**config.mk**
```make
export PLATFORM = sky130hd
export DESIGN_NAME = jtcop_objdma
export DESIGN_NICKNAME = d
export VERILOG_FILES = /design/src/rtl/jtcop_objdma.sv
export SDC_FILE = /design/constraint.sdc
export NUM_CORES = 1
export LEC_CHECK = 0
export CAP_MARGIN = 20
export CORE_MARGIN = 2
export CORE_UTILIZATION = 30
export DETAILED_ROUTE_END_ITERATION = 7
export HOLD_SLACK_MARGIN = 0.06
export PLACE_DENSITY_LB_ADDON = 0.15
export SETUP_SLACK_MARGIN = 0.2
export SYNTH_ARGS = -nofsm -noshare
export SYNTH_HDL_FRONTEND = slang
export SYNTH_SLANG_ARGS = --single-unit
```
**constraint.sdc**
```tcl
create_clock -name clk -period 1.5 [get_ports clk]
set_input_delay 0.225 -clock clk [delete_from_list [all_inputs] [get_ports clk]]
set_output_delay 0.225 -clock clk [all_outputs]
set_load 0.01 [all_outputs]
```
**src/rtl/jtcop_objdma.sv**
```systemverilog
// Object RAM -> object shadow buffer DMA, one full copy per obj_copy request.
// Define JTCOP_OBJDMA_HALT_EN to halt the 68000 via BRn/BGn/BGACKn; otherwise free CPU cycles are stolen.
module jtcop_objdma #(
  parameter int AW = 10
) (
  input  logic          clk,
  input  logic          rst,
  input  logic          obj_copy,
  input  logic          LVBL,
  input  logic          cpu_cs,
  output logic          BRn,
  input  logic          BGn,
  output logic          BGACKn,
  output logic [AW-1:0] ram_addr,
  input  logic [15:0]   ram_dout,
  output logic [AW-1:0] buf_addr,
  output logic [15:0]   buf_din,
  output logic          buf_we,
  output logic          busy,
  output logic          done,
  output logic          late
);

`ifdef JTCOP_OBJDMA_HALT_EN
  localparam logic HALT_EN = 1'b1;
`else
  localparam logic HALT_EN = 1'b0;
`endif

  typedef enum logic [2:0] {IDLE, REQ, WAIT_BG, COPY, FLUSH, RELEASE} state_t;

  state_t        state_q, state_d;
  logic [AW:0]   cnt_q, cnt_d;
  logic [AW-1:0] ram_addr_q, ram_addr_d;
  logic [AW-1:0] buf_addr_q, buf_addr_d;
  logic          rd_vld_q, rd_vld_d;
  logic          pending_q, pending_d;
  logic          busy_q, busy_d;
  logic          done_q, done_d;
  logic          late_q, late_d;
  logic          lvbl_q, lvbl_d;
  logic          brn_q, brn_d;
  logic          bgackn_q, bgackn_d;
  logic          buf_we_q, buf_we_d;
  logic          start, stall;

  // Without the bus handshake the CPU keeps priority on the RAM port.
  assign stall = ~HALT_EN & cpu_cs;

  always_comb begin
    state_d    = state_q;
    cnt_d      = cnt_q;
    ram_addr_d = ram_addr_q;
    buf_addr_d = buf_addr_q;
    rd_vld_d   = 1'b0;
    pending_d  = pending_q;
    busy_d     = busy_q;
    done_d     = 1'b0;
    late_d     = late_q;
    lvbl_d     = LVBL;
    brn_d      = brn_q;
    bgackn_d   = bgackn_q;
    buf_we_d   = 1'b0;
    start      = 1'b0;

    if (LVBL && !lvbl_q && busy_q) late_d = 1'b1;
    if (obj_copy && busy_q && state_q != RELEASE) pending_d = 1'b1;

    case (state_q)
      IDLE:    start = obj_copy;
      REQ:     state_d = WAIT_BG;
      WAIT_BG: begin
        if (!BGn) begin
          brn_d      = 1'b1;
          bgackn_d   = 1'b0;
          state_d    = COPY;
          ram_addr_d = '0;
          cnt_d      = (AW+1)'(1);
          rd_vld_d   = 1'b1;
        end
      end
      COPY: begin
        // Data for the address issued last clk arrives now; write it behind the read.
        buf_we_d   = rd_vld_q;
        buf_addr_d = ram_addr_q;
        if (cnt_q[AW]) begin
          state_d = FLUSH;
          done_d  = 1'b1;
        end else if (!stall) begin
          ram_addr_d = cnt_q[AW-1:0];
          cnt_d      = cnt_q + (AW+1)'(1);
          rd_vld_d   = 1'b1;
        end
      end
      FLUSH: begin
        state_d  = RELEASE;
        bgackn_d = 1'b1;
      end
      RELEASE: begin
        start     = pending_q | obj_copy;
        pending_d = 1'b0;
        if (!start) begin
          state_d = IDLE;
          busy_d  = 1'b0;
        end
      end
      default: state_d = IDLE;
    endcase

    if (start) begin
      busy_d    = 1'b1;
      late_d    = 1'b0;
      pending_d = 1'b0;
      if (HALT_EN) begin
        state_d = REQ;
        brn_d   = 1'b0;
      end else begin
        state_d    = COPY;
        ram_addr_d = '0;
        cnt_d      = (AW+1)'(1);
        rd_vld_d   = 1'b1;
      end
    end
  end

  always_ff @(posedge clk or posedge rst) begin
    if (rst) begin
      state_q    <= IDLE;
      cnt_q      <= '0;
      ram_addr_q <= '0;
      buf_addr_q <= '0;
      rd_vld_q   <= 1'b0;
      pending_q  <= 1'b0;
      busy_q     <= 1'b0;
      done_q     <= 1'b0;
      late_q     <= 1'b0;
      lvbl_q     <= 1'b1;
      brn_q      <= 1'b1;
      bgackn_q   <= 1'b1;
      buf_we_q   <= 1'b0;
    end else begin
      state_q    <= state_d;
      cnt_q      <= cnt_d;
      ram_addr_q <= ram_addr_d;
      buf_addr_q <= buf_addr_d;
      rd_vld_q   <= rd_vld_d;
      pending_q  <= pending_d;
      busy_q     <= busy_d;
      done_q     <= done_d;
      late_q     <= late_d;
      lvbl_q     <= lvbl_d;
      brn_q      <= brn_d;
      bgackn_q   <= bgackn_d;
      buf_we_q   <= buf_we_d;
    end
  end

  assign BRn      = brn_q | ~HALT_EN;
  assign BGACKn   = bgackn_q | ~HALT_EN;
  assign ram_addr = ram_addr_q;
  assign buf_addr = buf_addr_q;
  assign buf_we   = buf_we_q;
  // RAM data is valid exactly in the write clk; zero it otherwise so the bus idles clean.
  assign buf_din  = buf_we_q ? ram_dout : 16'h0000;
  assign busy     = busy_q;
  assign done     = done_q;
  assign late     = late_q;

endmodule

```
# --- After elaboration in Yosys (flattened, before gate mapping) ---
# Index checks and enable logic that the tools add are counted.
totals:
  regBits: 41
  in_bits: 22
  out_inout_bits: 42
  elab_cells: 74
op_classes:
  addsub: 1
  n_eq_ne: 13
  n_mux: 33
  bitwise_logic: 1
  reduce_logical: 14
ops:
  columns: ["op", "n"]
  rows:
  - ["2-to-1 mux 11 bit", 4]
  - ["2-to-1 mux 10 bit", 4]
  - ["case mux 11 bit (2 select lines)", 1]
  - ["case mux 10 bit (2 select lines)", 1]
  - ["inequality test 3 bit, second input constant", 6]
  - ["case mux 3 bit (6 select lines)", 1]
  - ["2-to-1 mux 16 bit", 1]
  - ["2-to-1 mux 1 bit", 15]
  - ["2-to-1 mux 3 bit", 4]
  - ["adder 11 x 1 -> 11 bit, second input constant", 1]
  - ["AND reduction 4 bit", 2]
  - ["== test 3 x 2 -> 1 bit, second input constant", 2]
  - ["== test 3 bit, second input constant", 2]
  - ["nonzero test 3 bit", 2]
  - ["logical AND 1 bit", 4]
  - ["inequality test 2 bit, second input constant", 2]
  - ["case mux 1 bit (2 select lines)", 2]
  - ["AND reduction 2 bit", 2]
  - ["nonzero test 2 bit", 2]
  - ["== test 3 x 1 -> 1 bit, second input constant", 1]
  - ["zero test 3 bit", 1]
  - ["zero test 1 bit", 1]
  - ["OR 1 bit", 1]

# --- Depth between registers and ports, before layout ---
# Gate-level depths: netlist of the first run.
depth:
  ltp_word: 5
  mapped_depth: 6
  ltp_nobuf: 6

# --- Worst setup path after synthesis of the first run ---
# OpenSTA, ideal clock, no wires.
synth_timing:
  path_kind: "register to register"
  from: "register state_q[2]"
  to: "register cnt_q[10]"
  arrival_time_ps: 1450
  required_ps: 1374
  setup_slack_ps: -76
  stages_incl_launch_ff: 7
  period_less_slack_ps: 1576
  cell_sequence: "dfrtp_1 > buf_6 > or3b_4 > a21oi_4 > nor2_2 > nor2_1 > nor2_1"
synth_between:
  elab_chain_cells: 4
synth_rtl:
  columns: ["item", "line_no", "text"]
  rows:
  - ["start: declaration", "32", "state_t state_q, state_d;"]
  - ["start signal: assignment", "142", "state_q <= state_d;"]
  - ["== test 3 bit or zero test 3 bit (tied branches)", "69", "case (state_q)"]
  - ["case mux 1 bit (2 select lines)", "69", null]
  - ["inequality test 3 bit (no line) or nonzero test 3 bit (tied branches)", null, null]
  - ["AND reduction 2 bit (no line)", null, null]
  - ["end signal: assignment", "143", "cnt_q <= cnt_d;"]
  - ["end: declaration", "33", "logic [AW:0] cnt_q, cnt_d;"]
# Several ways; a longest one is shown, not always the timed one.
# A chain may end at the register's enable or synchronous reset.

# --- Worst setup path in the final report of the first run ---
layout_timing:
  from: "register state_q[0]"
  to: "register ram_addr_q[0] (netlist: ram_addr[0])"
layout_between:
  elab_chain_cells: 4
layout_rtl:
  columns: ["item", "line_no", "text"]
  rows:
  - ["== test 3 bit or zero test 3 bit (tied branches)", "69", null]
  - ["case mux 1 bit (2 select lines)", "69", null]
  - ["inequality test 3 bit (no line) or nonzero test 3 bit (tied branches)", null, null]
  - ["AND reduction 4 bit (no line)", null, null]
  - ["end signal: assignment", "144", "ram_addr_q <= ram_addr_d;"]
  - ["end: declaration", "34", "logic [AW-1:0] ram_addr_q, ram_addr_d;"]
# Several ways; a longest one is shown, not always the timed one.

==> reports/qor.yml, run 1 <==
grt_pass1_wl_um: 8597
synthArstFlopShare_pct: 100.0
worst_ep_required_time_ns: 1.69
synth_cells: 207
dp_slack_ns: -0.3639
cp-end-kind: "register"
yosysSeqAreaShare_pct: 54.08
coreArea_um2: 6026
hp-class: "input port to asynchronous set/reset pin"
synth_area_per_cell_um2: 9.175
start_kind: "register"
rows: 28
post-route-period-util_pct: 105.2
grt_start_max_net_pins: 32
cts.sinks: 41
place_inst: 355
wl_per_cell_um: 13.73
ys_ff_latch: 41
hold-worst-slack_ns: 0.2309
first_global_vias: 1741
hold_violations: 0
fmax_mhz: 633.8
dp_hpwl_um: 3253
path_clk_slew_ns: 0.08
firstDrtPassIters: 4
status: "finished, violations left"
violations: "negative setup slack"
die_x_um: 83.57
finClkSkew_ns: 0.008304
nFillCells: 542
worst_slack_ns: -0.07774
first_iter_violations: 59
leakage_uw: 0.001639
overflow: 0
clockRootBuffer: "clkbuf_8"
port_buffers: 61
num_vias: 1830
area_delta_synth_final_pct: 78.99
dpl_cell_area_um2: 2756
vias_per_cell: 4.753
period_minus_slack_ns: 1.578
drive_gt1_share_pct: 42.58
die_h_um: 83.57
antenna_found_initial: 0
dieArea_um2: 6984
cp.arrival_ns: 1.77
cp_max_fo: 7
maxCapViolations: 0
stdcell_count: 385
globalplace.congestion: 0.7769
start_util_pct: 31.52
synthDistinctLibCells: 34
cts.hold.buffers_added: 0
drc: 0
cts_tree: "yes"
cts-buffers-inserted: 5
vdd_drop_max_mv: 0.6551
io_pins: 64
diodes: 0
clock_path_buffers: 2
wl_um: 5285
slew_violations: 0
synth-edff-count: 0
synth_warnings: 0
fin_nets: 332
cts_max_level: 2
postLayoutCellArea_um2: 3400
critical_path_class: "register to register"
clk_latency_ns: 0.30
setup_viol: 28
antenna_left: 0
track_usage_pct: 15.15
p_per_area_nw_per_um2: 850.9
synth_ff_type: "dfrtp_1"
rsz0062_at_grt: "yes"
synth_area_um2: 1899
## path summary, 6_finish.rpt
check | from | slack (ns) | endpoint | depth (start not counted)
max in group asynchronous | rst | 0.87 | cnt_q[0]$_DFFE_PP0P_ | 3
min in group clk | obj_copy | 0.31 | pending_q$_DFFE_PP0P_ | 4
min | rst | 0.23 | state_q[0]$_DFFE_PP0P_ | 3
max reg2reg | state_q[0]$_DFFE_PP0P_ | -0.08 | ram_addr[0]$_DFFE_PP0P_ | 6
max | state_q[0]$_DFFE_PP0P_ | -0.08 | ram_addr[0]$_DFFE_PP0P_ | 6
min reg2reg | buf_addr[1]$_DFFE_PP0N_ | 0.46 | buf_addr[1]$_DFFE_PP0N_ | 2
## cell usage after synthesis (2+ instances only)
library cell | n | area [um2]
a21o_1 | 2 | 15.01
a21oi_1 | 13 | 65.06
a22o_1 | 2 | 17.52
and2_1 | 17 | 106.4
and3_1 | 4 | 25.02
buf_2 | 4 | 20.02
buf_4 | 2 | 15.01
clkbuf_1 | 4 | 15.01
dfrtp_1 | 40 | 1001
inv_1 | 4 | 15.01
nand2_1 | 45 | 168.9
nand2b_1 | 3 | 18.77
nand3_1 | 13 | 65.06
nor2_1 | 16 | 60.06
nor2_2 | 2 | 12.51
nor2b_1 | 2 | 12.51
nor3_1 | 3 | 15.01
o2111ai_1 | 2 | 17.52
o21ai_0 | 11 | 55.05
o31ai_1 | 2 | 15.01
xor2_1 | 3 | 26.28
## cells in the final DEF (no fill, tap or decap), types with 3 or more instances in the layout
cell and n:
and3_1 3, o21ai_1 7, nand2b_1 3, nand3_1 9
dlygate4sd2_1 23, nand2_4 6, buf_6 26, xor2_1 3
and2_4 17, clkbuf_16 3, nor2_1 13, clkdlybuf4s50_1 20
buf_4 23, inv_1 4, a21oi_2 4, dfrtp_1 38
clkbuf_8 5, a21oi_1 9, nor2_4 4, nand2_1 28
nand2_2 11, buf_12 3, o21ai_0 3
## flip-flops by register name, indices dropped and copies added, names as in the netlist
| register | flops |
|---|---|
| cnt_q | 11 |
| buf_addr | 10 |
| ram_addr | 10 |
| state_q | 3 |
| buf_we | 1 |
| busy | 1 |
| done | 1 |
| late | 1 |
| lvbl_q | 1 |
| pending_q | 1 |
| rd_vld_q | 1 |
## cell families after synthesis
kind of cell	synth area share [%]
compound gates	12.25
buf+inv	4.018
xor+xnor	1.384
mux	0.5270
simple gates	26.88
flops	54.08
other cells	0.1974
fa+ha+maj	0.6587
## area by class of cell
| class | instances | area, um2 | area share (%) |
|---|---|---|---|
| repair buffers | 104 | 1095 | 32.20 |
| multi-input cells | 153 | 1051 | 30.92 |
| flip-flops and latches | 41 | 1030 | 30.29 |
| well taps | 75 | 93.84 | 2.760 |
| clock buffers | 5 | 68.82 | 2.024 |
| clock inverters | 3 | 46.29 | 1.362 |
| inverters | 4 | 15.01 | 0.4417 |
## worst max-delay path, cell delays in order, from the launching register on
cell and delay (ns):
dfrtp_1 0.42, buf_4 0.15, nor3b_2 0.16, o21a_4 0.26
nor2_4 0.24, nor2_4 0.06, a22o_1 0.18
## repair_timing
action / CTS / global route
pin swaps: 3 / 19
endpoints found under the setup margin: 76 / 54
resized for setup: 107 / 83
buffers inserted: 11 / 3
gates cloned: 5 / 3
## per-stage QoR
stage / setup TNS [ns] / util, % / total power, uW
final: -0.9029 / 56.42 / 2893
after global routing: -2.809 / 56.42 / 3046
after CTS: -0.2865 / 49.73 / 2785
after detailed placement: -8.931 / 45.74 / 1931
after global placement: -8.447 / 45.74 / 1921
after floorplan: -0.9567 / - / 1578
## layer usage
metal	routed length, um	up-vias	global-route usage, %
met2	2593	68	23.93
met5	0	-	0
li1	-	892	-
met3	350	8	4.055
met1	2245	862	20.06
met4	96	0	5.279
## report_power, final
part           leakage (uW)  total (uW)  internal [uW]  switching (uW)
registers          0.000521        1340           1230             113
logic               0.00106         645            372             273
clock network     0.0000543         908            498             410
Note: power is estimated with default switching activity, not from simulation.
==> run 2: changes to the inputs <==
==> constraint.sdc (replaced) <==
create_clock -name clk -period 1.3 [get_ports clk]
set_input_delay 0.195 -clock clk [delete_from_list [all_inputs] [get_ports clk]]
set_output_delay 0.195 -clock clk [all_outputs]
set_load 0.01 [all_outputs]
==> reports/qor.yml, run 2 (synthesis results as in run 1) <==
rsz0062_at_grt: "yes"
globalplace.congestion: 0.7372
critical_path_class: "register to register"
cts_max_level: 2
clk_latency_ns: 0.30
critical_path.max_stage_delay_ns: 0.44
cp_max_fo: 7
cts_tree: "yes"
first_iter_violations: 118
io_pins: 64
slew_violations: 0
fmax_mhz: 634.9
cp.arrival_ns: 1.80
largest_reg_flops: 11
worst_ep_required_time_ns: 1.52
critPathBufInv: 1
port_buffers: 61
multi_input_area_um2: 988.4
overflow: 0
cts-buffers-inserted: 5
p_per_area_nw_per_um2: 1042
dieArea_um2: 6984
grt_pass1_wl_um: 8673
crit_cells: 6
cp_top_family: "simple AND/OR/NAND/NOR gates"
crit_path_start: "state_q[2]$_DFFE_PP0P_"
crit_chain: "or3b_4, a21oi_4, buf_12, o2111ai_2, xor2_1, nor2_1"
postLayoutCellArea_um2: 3224
start_kind: "register"
final_common_cell: "dfrtp_1"
fin_util_pct: 53.51
post-route-period-util_pct: 121.2
status: "finished, violations left"
nFillCells: 565
dp_hpwl_um: 3476
seq_area_um2: 1028
rrSetupSlack_ns: -0.28
hold_violations: 0
crit_slowest_cell: "dfrtp_2"
cp-end-kind: "register"
track_usage_pct: 15.42
antenna_found_initial: 0
grt_start_max_net_pins: 42
leakage_uw: 0.001574
drc: 0
vdd_drop_max_mv: 0.5442
setup_viol: 45
coreArea_um2: 6026
period_minus_slack_ns: 1.575
die_h_um: 83.57
antenna_left: 0
clockRootBuffer: "clkbuf_8"
die_x_um: 83.57
wl_per_cell_um: 13.14
clock_path_buffers: 2
wl_um: 5216
cts.sinks: 41
rows: 28
final_cell_mix: "dfrtp_1 (39), buf_4 (37), nand2_1 (32), buf_2 (28), buf_6 (25)"
hp-class: "input port to asynchronous set/reset pin"
dpl_cell_area_um2: 2824
vias_per_cell: 4.668
setup_tns_ns: -5.329
r2r-start: "state_q[2]$_DFFE_PP0P_"
maxCapViolations: 0
violations: "negative setup slack"
finClkSkew_ns: 0.009046
diodes: 0
worst_slack_ns: -0.2751
fin_nets: 344
first_global_vias: 1801
firstDrtPassIters: 4
area_delta_synth_final_pct: 69.76
start_util_pct: 31.52
num_vias: 1853
r2r-end: "cnt_q[9]$_DFFE_PP0P_"
path_clk_slew_ns: 0.09
crit_end: "cnt_q[9]$_DFFE_PP0P_"
drive_gt1_share_pct: 46.27
largest-register: "cnt_q"
r2r_cells: 6
## run 2: worst min-delay path by stage
stage                                    endpoint
after floorplan           buf_addr[0]$_DFFE_PP0N_
after global placement    buf_addr[9]$_DFFE_PP0N_
after detailed placement  buf_addr[8]$_DFFE_PP0N_
after CTS                 buf_addr[8]$_DFFE_PP0N_
after global routing      buf_addr[9]$_DFFE_PP0N_
final                     buf_addr[8]$_DFFE_PP0N_
## run 2: metal layers
layer	track usage [%]	vias up	share of wire, %
met4	4.839	0	1.3
met2	25.02	49	47
li1	-	917	-
met3	4.055	5	5.1
met5	0	-	0
met1	20.15	882	47
## run 2: repair_timing
| action | CTS | global route |
|---|---|---|
| buffers inserted | 21 | 2 |
| endpoints found under the setup margin | 78 | 57 |
| gates resized for setup | 199 | 30 |
| pin swaps | 18 | 5 |
| cloned | 3 | 0 |
| hold buffers | 0 | 0 |
## run 2: cell type report
class,count,share of cell area [%]
timing repair buffer,115,30.38
clock buffer,5,2.134
tap,75,2.910
multi-input combinational,154,30.66
inverter,4,0.5821
sequential,41,31.90
clock inverter,3,1.436
## run 2: per-stage QoR
step / std cells / power [uW] / hold WS [ns] / setup slack, ns
global route: 397 / 3542 / 0.3046 / -0.3396
global placement: 363 / 2274 / 0.4610 / -0.5026
finish: 397 / 3359 / 0.2997 / -0.2751
detailed placement: 363 / 2278 / 0.4626 / -0.5336
floorplan: 208 / 1822 / 0.1798 / -0.2707
CTS: 395 / 3344 / 0.3076 / -0.2886
## run 2: report_power, final
part           internal (uW)  total [uW]  switching [uW]
logic                    458         799             342
registers               1420        1520             100
clock network            575        1040             469
## run 2: worst reg2reg max path, stage by stage, from the launching register on
cell and delay (ns):
dfrtp_2 0.44, or3b_4 0.40, a21oi_4 0.15, buf_12 0.14, o2111ai_2 0.11, xor2_1 0.16, nor2_1 0.10
==> run 3: changes to the inputs <==
--- a/config.mk
+++ b/config.mk
@@ -6,8 +6,9 @@
 export NUM_CORES = 1
 export LEC_CHECK = 0
 export CAP_MARGIN = 20
+export CORE_ASPECT_RATIO = 1.75
 export CORE_MARGIN = 2
-export CORE_UTILIZATION = 30
+export CORE_UTILIZATION = 41
 export DETAILED_ROUTE_END_ITERATION = 7
 export HOLD_SLACK_MARGIN = 0.06
 export PLACE_DENSITY_LB_ADDON = 0.15
==> reports/qor.yml, run 3 (synthesis results as in run 1) <==
vias_per_cell: 5.090
start_kind: "register"
rows: 32
start_util_pct: 42.74
largest-register: "cnt_q"
drc: 0
crit_chain: "or3b_4, a21oi_4, buf_12, o2111ai_2, xor2_1, nor2_1"
overflow: 0
path_clk_slew_ns: 0.08
largest_reg_flops: 11
cts-buffers-inserted: 5
first_global_vias: 1944
hold_violations: 0
cp.arrival_ns: 1.79
fmax_mhz: 625.0
leakage_uw: 0.001702
multi_input_area_um2: 974.7
cts_tree: "yes"
port_buffers: 61
clock_path_buffers: 2
wl_um: 5883
nFillCells: 310
antenna_found_initial: 0
diodes: 0
dp_hpwl_um: 3639
clk_latency_ns: 0.30
finClkSkew_ns: 0.006785
grt_pass1_wl_um: 9128
rrSetupSlack_ns: -0.30
first_iter_violations: 45
maxCapViolations: 0
rsz0062_at_grt: "yes"
slew_violations: 0
io_pins: 64
worst_ep_required_time_ns: 1.49
worst_slack_ns: -0.3000
post-route-period-util_pct: 123.1
dieArea_um2: 5215
setup_tns_ns: -8.662
fin_nets: 359
cp-end-kind: "register"
critical_path_class: "register to register"
globalplace.congestion: 0.8036
clockRootBuffer: "clkbuf_8"
track_usage_pct: 22.14
seq_area_um2: 1028
violations: "negative setup slack"
critical_path.max_stage_delay_ns: 0.43
die_x_um: 55.45
cp_max_fo: 8
die_h_um: 94.04
wl_per_cell_um: 15.16
num_vias: 1975
cts.sinks: 41
vdd_drop_max_mv: 1.412
area_delta_synth_final_pct: 79.71
crit_slowest_cell: "or3b_4"
final_cell_mix: "buf_4 (47), nand2_1 (42), dfrtp_1 (39), buf_6 (31), buf_2 (22)"
hp-class: "input port to asynchronous set/reset pin"
setup_viol: 54
dp_slack_ns: -0.5917
r2r_cells: 6
grt_start_max_net_pins: 22
firstDrtPassIters: 4
final_common_cell: "buf_4"
period_minus_slack_ns: 1.600
p_per_area_nw_per_um2: 1051
status: "finished, violations left"
cts_max_level: 2
coreArea_um2: 4444
antenna_left: 0
drive_gt1_share_pct: 47.48
cts.hold.buffers_added: 0
-- run 3: critical path: cells and delay by family, from the launching register on --
| family | cells | cell delay [ns] |
|---|---|---|
| AOI/OAI and AO/OA | 2 | 0.27 |
| and+or+nand+nor | 2 | 0.49 |
| DFF | 1 | 0.41 |
| xor gates and xnor gates | 1 | 0.18 |
| buffers and inverters | 1 | 0.15 |
-- run 3: timing repair --
| action | 4_1_cts | 5_1_grt |
|---|---|---|
| setup buffers | 28 | 8 |
| cloned | 3 | 1 |
| pin swaps | 8 | 6 |
| resized for setup | 190 | 46 |
| hold endpoints to repair | 0 | 0 |
| endpoints found under the setup margin | 78 | 62 |
-- run 3: final timing paths --
path,start,end
min in group clk,LVBL,lvbl_q$_DFF_PP1_
setup / recovery,state_q[2]$_DFFE_PP0P_,cnt_q[9]$_DFFE_PP0P_
setup reg to reg,state_q[2]$_DFFE_PP0P_,cnt_q[9]$_DFFE_PP0P_
hold / removal,rst,late$_DFFE_PP0P_
hold reg to reg,buf_addr[3]$_DFFE_PP0N_,buf_addr[3]$_DFFE_PP0N_
max in group asynchronous,rst,buf_addr[8]$_DFFE_PP0N_
-- run 3: power by group --
part | total (uW) | switching, uW | leakage [uW] | internal (uW)
clock network | 1260 | 486 | 0.0000687 | 773
logic | 810 | 342 | 0.00111 | 469
registers | 1520 | 104 | 0.000522 | 1420
-- run 3: layout make-up --
class,count,share of cell area [%]
clock inverters,3,2.016
repair buffers,130,34.86
well taps,51,1.870
multi-input cells,154,28.56
flip-flops and latches,41,30.13
clock buffers,5,2.016
inverters,4,0.5499
-- run 3: layer usage --
layer,part of all wire [%],vias up,track usage (%)
met2,57,63,41.47
met4,1.9,0,8.130
met5,0,-,0
li1,-,943,-
met3,4.7,11,3.444
met1,36,958,24.84
-- run 3: through the flow --
step                      utilization (%)  cells  area (um2)  hold WS, ns  total power [uW]
after global placement              63.03    340        2801       0.4574              2241
after floorplan                         -    208        1957       0.1798              1822
final                               76.80    388        3413       0.1965              3589
after CTS                           71.71    379        3187       0.2113              3538
after detailed placement            63.03    340        2801       0.4622              2257
after global routing                76.80    388        3413       0.2156              3742
